<file path="config.mk">
export PLATFORM = sky130hd
export DESIGN_NAME = color_sample_stabilizer
export DESIGN_NICKNAME = d
export VERILOG_FILES = /design/src/rtl/cube_pkg.sv /design/src/rtl/color_sample_stabilizer_sample_matcher.sv /design/src/rtl/color_sample_stabilizer.sv
export SDC_FILE = /design/constraint.sdc
export NUM_CORES = 1
export LEC_CHECK = 0
export CORE_AREA = 4 4 52 101
export CTS_BUF_LIST = sky130_fd_sc_hd__clkbuf_4
export CTS_CLUSTER_SIZE = 14
export DETAILED_ROUTE_END_ITERATION = 10
export DIE_AREA = 0 0 56 105
export PLACE_DENSITY = 0.66
export SETUP_SLACK_MARGIN = 0.5
export SLEW_MARGIN = 0
export SYNTH_ARGS = -nofsm -noshare
export SYNTH_HDL_FRONTEND = slang
export SYNTH_SLANG_ARGS = --single-unit
export TNS_END_PERCENT = 5
</file>
<file path="constraint.sdc">
create_clock -name clock -period 4.3 [get_ports clock]
set_input_delay 0.86 -clock clock [delete_from_list [all_inputs] [get_ports clock]]
set_output_delay 0.86 -clock clock [all_outputs]
set_load 0.02 [all_outputs]
</file>
<file path="src/rtl/cube_pkg.sv">
// Shared cube-solver definitions: colour codes, the colour-code width, a
// validity helper and the state encoding of the colour sample stabilizer.
// The capture FSM imports the same colour constants.
package cube_pkg;

  localparam int COLOR_W = 3;

  localparam logic [COLOR_W-1:0] CODE_W = 3'd0;
  localparam logic [COLOR_W-1:0] CODE_O = 3'd1;
  localparam logic [COLOR_W-1:0] CODE_G = 3'd2;
  localparam logic [COLOR_W-1:0] CODE_R = 3'd3;
  localparam logic [COLOR_W-1:0] CODE_B = 3'd4;
  localparam logic [COLOR_W-1:0] CODE_Y = 3'd5;

  // Codes 6 and 7 mean that the sensor saw no recognisable colour.
  function automatic logic is_valid_color(input logic [COLOR_W-1:0] code);
    return (code < 3'd6);
  endfunction

  typedef enum logic [1:0] {
    IDLE   = 2'd0,
    SETTLE = 2'd1,
    SAMPLE = 2'd2
  } stab_state_t;

endpackage

</file>
<file path="src/rtl/color_sample_stabilizer_sample_matcher.sv">
// sample_matcher: remembers the previous corner/edge reading pair and counts
// consecutive identical valid pairs, saturating at MATCH_COUNT.
// match_done is combinational: it flags the strobe whose updated count
// reaches MATCH_COUNT, and corner_match/edge_match carry that pair.
module sample_matcher
  import cube_pkg::*;
#(
  parameter int MATCH_COUNT = 8
) (
  input  logic               clock,
  input  logic               reset_n,
  input  logic               clear,
  input  logic               sample_valid,
  input  logic [COLOR_W-1:0] corner_in,
  input  logic [COLOR_W-1:0] edge_in,
  output logic               match_done,
  output logic [COLOR_W-1:0] corner_match,
  output logic [COLOR_W-1:0] edge_match
);

  localparam int CW = $clog2(MATCH_COUNT + 1);
  localparam logic [CW-1:0] CNT_MAX = CW'(MATCH_COUNT);

  logic [CW-1:0]      cnt, cnt_next;
  logic [COLOR_W-1:0] prev_c, prev_c_next;
  logic [COLOR_W-1:0] prev_e, prev_e_next;
  logic               pair_ok, pair_same;

  assign pair_ok   = is_valid_color(corner_in) && is_valid_color(edge_in);
  assign pair_same = (corner_in == prev_c) && (edge_in == prev_e);

  // Next count and stored pair; clear has priority over an incoming strobe.
  always_comb begin
    cnt_next    = cnt;
    prev_c_next = prev_c;
    prev_e_next = prev_e;
    if (clear) begin
      cnt_next = '0;
    end else if (sample_valid) begin
      if (!pair_ok) begin
        cnt_next = '0;
      end else if ((cnt != '0) && pair_same) begin
        cnt_next = (cnt == CNT_MAX) ? cnt : cnt + CW'(1);
      end else begin
        cnt_next    = CW'(1);
        prev_c_next = corner_in;
        prev_e_next = edge_in;
      end
    end
  end

  assign match_done   = !clear && sample_valid && (cnt_next == CNT_MAX);
  assign corner_match = prev_c_next;
  assign edge_match   = prev_e_next;

  // Counter and previous-pair registers.
  always_ff @(posedge clock or negedge reset_n) begin
    if (!reset_n) begin
      cnt    <= '0;
      prev_c <= '0;
      prev_e <= '0;
    end else begin
      cnt    <= cnt_next;
      prev_c <= prev_c_next;
      prev_e <= prev_e_next;
    end
  end

endmodule

</file>
<file path="src/rtl/color_sample_stabilizer.sv">
// color_sample_stabilizer: after a motors_done pulse, waits SETTLE_CYCLES,
// then waits for MATCH_COUNT consecutive identical valid corner/edge
// readings, latches them and pulses color_sensor_stable for one cycle.
// Optional macro COLOR_STABILIZER_TIMEOUT_EN adds a SAMPLE timeout that sets
// the sticky sample_timeout flag and retries from SETTLE.
// Handshake: motors_done and sample_valid are single-cycle strobes with no
// ready/backpressure; a strobe outside SAMPLE is dropped. color_sensor_stable
// is a one-cycle strobe qualifying corner_color/edge_color, which then hold
// until the next latch.
module color_sample_stabilizer
  import cube_pkg::*;
#(
  parameter int SETTLE_CYCLES  = 65000,
  parameter int MATCH_COUNT    = 8,
  parameter int CNT_W          = 17,
  parameter int TIMEOUT_CYCLES = 100000
) (
  input  logic                 clock,
  input  logic                 reset_n,
  input  logic                 motors_done,
  input  logic                 sample_valid,
  input  logic [COLOR_W-1:0]   corner_raw,
  input  logic [COLOR_W-1:0]   edge_raw,
  output logic [COLOR_W-1:0]   corner_color,
  output logic [COLOR_W-1:0]   edge_color,
  output logic                 color_sensor_stable,
  output logic                 busy,
  output logic                 sample_timeout,
  output logic [1:0]           state_dbg
);

  localparam logic [CNT_W-1:0] SETTLE_LAST = CNT_W'(SETTLE_CYCLES - 1);

  stab_state_t        state, state_next;
  logic [CNT_W-1:0]   cnt, cnt_next;
  logic               latch_en, stable_next;
  logic               match_clear, match_done;
  logic [COLOR_W-1:0] corner_match, edge_match;

  // Matcher only counts while sampling; any restart wipes its history.
  assign match_clear = (state != SAMPLE) || motors_done;

  sample_matcher #(.MATCH_COUNT(MATCH_COUNT)) u_matcher (
    .clock        (clock),
    .reset_n      (reset_n),
    .clear        (match_clear),
    .sample_valid (sample_valid),
    .corner_in    (corner_raw),
    .edge_in      (edge_raw),
    .match_done   (match_done),
    .corner_match (corner_match),
    .edge_match   (edge_match)
  );

`ifdef COLOR_STABILIZER_TIMEOUT_EN
  localparam logic [CNT_W-1:0] TIMEOUT_LAST = CNT_W'(TIMEOUT_CYCLES - 1);
  logic timeout_set;
  logic timeout_q;
`endif

  // Next-state logic; the shared counter counts down in SETTLE and up in
  // SAMPLE (timeout build only). motors_done always restarts the settle.
  always_comb begin
    state_next  = state;
    cnt_next    = cnt;
    latch_en    = 1'b0;
    stable_next = 1'b0;
`ifdef COLOR_STABILIZER_TIMEOUT_EN
    timeout_set = 1'b0;
`endif
    case (state)
      IDLE: begin
        if (motors_done) begin
          state_next = SETTLE;
          cnt_next   = SETTLE_LAST;
        end
      end
      SETTLE: begin
        if (motors_done) begin
          cnt_next = SETTLE_LAST;
        end else if (cnt == '0) begin
          state_next = SAMPLE;
          cnt_next   = '0;
        end else begin
          cnt_next = cnt - CNT_W'(1);
        end
      end
      SAMPLE: begin
        if (motors_done) begin
          state_next = SETTLE;
          cnt_next   = SETTLE_LAST;
        end else if (match_done) begin
          state_next  = IDLE;
          latch_en    = 1'b1;
          stable_next = 1'b1;
        end
`ifdef COLOR_STABILIZER_TIMEOUT_EN
        else if (cnt == TIMEOUT_LAST) begin
          state_next  = SETTLE;
          cnt_next    = SETTLE_LAST;
          timeout_set = 1'b1;
        end else begin
          cnt_next = cnt + CNT_W'(1);
        end
`endif
      end
      default: begin
        state_next = IDLE;
        cnt_next   = '0;
      end
    endcase
  end

  // State, counter, output latches and the stable pulse register.
  always_ff @(posedge clock or negedge reset_n) begin
    if (!reset_n) begin
      state               <= IDLE;
      cnt                 <= '0;
      corner_color        <= '0;
      edge_color          <= '0;
      color_sensor_stable <= 1'b0;
    end else begin
      state               <= state_next;
      cnt                 <= cnt_next;
      color_sensor_stable <= stable_next;
      if (latch_en) begin
        corner_color <= corner_match;
        edge_color   <= edge_match;
      end
    end
  end

`ifdef COLOR_STABILIZER_TIMEOUT_EN
  // Sticky timeout flag, only cleared by reset.
  always_ff @(posedge clock or negedge reset_n) begin
    if (!reset_n) begin
      timeout_q <= 1'b0;
    end else if (timeout_set) begin
      timeout_q <= 1'b1;
    end
  end
  assign sample_timeout = timeout_q;
`else
  assign sample_timeout = 1'b0;
`endif

  assign busy      = (state == SETTLE) || (state == SAMPLE);
  assign state_dbg = state;

endmodule

</file>
==> summary.txt <==
status -> finished, final reports clean
PD cells -> 598.5 nW/µm²
Wirelength per Cell -> 16.36 µm
Final HPWL DP -> 3901 µm
Layout Area Growth over Synthesis -> 14.58%
nets -> 268
Crit Path Class -> in -> reg
synth warn -> 0
worst ir drop on vdd -> 317.5 µV
Fin. Hold Viols -> 0
Min-Delay Path Class -> reg -> reg
share of layout cells above drive strength 1 -> 12.40%
Setup Buffers After CTS -> 0
predominant post-synthesis flop cell -> dfrtp_1
Max Cap Viol -> 0
antenna diode count -> 0
first-pass GRT wire length -> 8362 µm
CP Capture Type -> flop
DR vias -> 1821
CTS buffer count -> 5
Pre-antenna DRT Iters -> 5
CTS Hold Bufs -> 0
clock latency at the later pin of the worst-skew pair -> 340 ps
Clock Sinks -> 36
RSZ-0062 raised after global routing -> no
initial antenna violation count -> 0
CTS tree -> done
EDFF count, synth -> 0
WP data required -> 4530 ps
Data arrival, critical path -> 3290 ps
H-tree depth -> 2
Tcrit/Tclk final -> 71.08%
post-synthesis cell type count -> 48
leakage power -> 1.016 nW
I/O Buffers -> 19
FP Rows -> 35
DIE WIDTH -> 56 µm
DRT iter0 DRCs -> 56
measured slew at the worst slew-check pin -> 891.3 ps
syn nets -> 248
FMAX -> 327.2 MHz
Filler Cells Inserted -> 435
length in cells of the worst reg-to-reg path -> 7
Final min period -> 3056 ps
Core Util, Final -> 54.42%
vias in the first global route -> 1799
max-slew violations -> 0
Fin Setup TNS -> 0 ps
Clock Path Buffers -> 2
synthesized area -> 2163 µm²
core area -> 4554 µm²
Yosys reg bits -> 36
worst rel slew slack -> 40.40%
I/O pin total -> 21
die area -> 5880 µm²
post-synthesis sequential area ratio -> 41.64%
Post-synth ARST share -> 100.0%
worst-path fanout max -> 6
die span in y -> 105 µm
Post-Syn Area per Cell -> 9.447 µm²
Initial Util -> 47.50%
skew final -> 13.42 ps
CTS resizes -> 0
most frequent cells in the layout -> dfrtp_1 (36), nand2_1 (24), clkdlybuf4s50_1 (19)
largest net degree at the start of global routing -> 21
Antenna Nets Post-Route -> 0
gpl congestion -> 0.9115
crit path launch type -> input port
Post-Route WL -> 4991 µm
setup violators final -> 0
Hold Crit Depth -> 1
Root Buffer -> clkbuf_4
commonest non-fill, non-tap cell in the layout -> dfrtp_1
GRT overflow -> 0
vias per inst -> 5.970
Syn Inst Count -> 229
DR DRC count -> 0
clock slew at reported path FFs -> 120 ps
GRT Total Usage -> 18.00%
-- cell families after synthesis --
kind of cell,synth area share [%]
muxes,7.635
and+or+nand+nor,18.10
AOI/OAI and AO/OA,19.78
xor gates and xnor gates,3.239
buffers and inverters,4.222
adders and majority gates,5.205
DFF,41.64
other,0.1733
-- stage by stage --
step / power [mW] / setup WS (ps) / hold slack, ps / area (µm²) / instances
2_1_floorplan: 1.062 / 1632 / 471.3 / 2163 / 229
3_3_place_gp: 1.247 / 922.1 / 500.1 / 2399 / 297
3_5_place_dp: 1.257 / 845.3 / 511.0 / 2399 / 297
4_1_cts: 1.500 / 1240 / 539.4 / 2479 / 305
5_1_grt: 1.601 / 1062 / 560.3 / 2479 / 305
6_report: 1.484 / 1244 / 535.1 / 2479 / 305
-- final timing paths --
kind	start	end	slack, ps
max	edge_raw[2]	corner_color[2]$_DFFE_PN0P_	1240
min	edge_color[2]$_DFFE_PN0P_	edge_color[2]$_DFFE_PN0P_	540
max reg2reg	state_dbg[0]$_DFFE_PN0P_	corner_color[2]$_DFFE_PN0P_	1510
min reg2reg	edge_color[2]$_DFFE_PN0P_	edge_color[2]$_DFFE_PN0P_	540
max in group asynchronous	reset_n	cnt[10]$_DFFE_PN0P_	2600
min in group asynchronous	reset_n	cnt[1]$_DFFE_PN0P_	1010
-- report_power, final --
group | total (mW) | internal (mW) | switching (mW)
Sequential | 0.551 | 0.446 | 0.104
Combinational | 0.696 | 0.296 | 0.400
Clock | 0.237 | 0.121 | 0.116
Total | 1.48 | 0.864 | 0.620
-- critical path: stages --
cell             delay, ps
clkdlybuf4s50_1        470
xor2_1                 160
nor4_1                 580
nand3_1                300
a211oi_2               530
mux2_2                 390
-- cells in the mapped netlist (2+ instances only) --
library cell  count  share of area [%]
a21oi_1          14                3.2
a22o_1            2               0.81
a31oi_1           3               0.87
and2_1            2               0.58
clkbuf_1          6                1.0
dfrtp_1          36                 42
ha_1              9                5.2
inv_1            12                2.1
mux2_2           12                6.2
mux2i_1           3                1.4
nand2_1          24                4.2
nand3_1           6                1.4
nand4_1           2               0.58
nor2_1           13                2.3
nor3_1            6                1.4
nor3b_1           2               0.69
nor4_1            5                1.4
o211ai_1          2               0.69
o21a_1            2               0.69
o21ai_0          10                2.3
o221ai_1          3                1.2
o22ai_1           7                2.0
o2bb2ai_1         2               0.81
o311ai_0          2               0.81
o31a_2            3                1.4
o31ai_1           4                1.4
o41ai_1           4                1.6
or2_2             2               0.58
or3_1             6                1.7
xnor2_1           2               0.81
xor2_1            6                2.4
-- metal layers --
layer / up-vias / global-route usage (%) / wire length [µm] / part of all wire [%]
li1: 886 / - / - / -
met5: - / 0 / 0 / 0
met4: 0 / 10.36 / 248 / 5.0
met3: 19 / 3.214 / 177 / 3.5
met2: 52 / 33.17 / 2772 / 56
met1: 864 / 18.18 / 1791 / 36
-- flip-flops by register name, summed over array words and instances (netlist names) --
signal / count
cnt: 17
u_matcher.cnt: 4
corner_color: 3
edge_color: 3
u_matcher.prev_c: 3
u_matcher.prev_e: 3
state_dbg: 2
color_sensor_stable: 1
-- final cells by class --
cell class / count / area, µm² / area share [%]
multi-input combinational: 172 / 1171 / 47.25
sequential: 36 / 900.9 / 36.35
timing repair buffer: 22 / 212.7 / 8.582
tap: 55 / 68.82 / 2.776
inverter: 12 / 45.04 / 1.817
clock inverter: 3 / 42.54 / 1.716
clock buffer: 5 / 37.54 / 1.514
No activity file was read; power rests on OpenSTA's default activity.
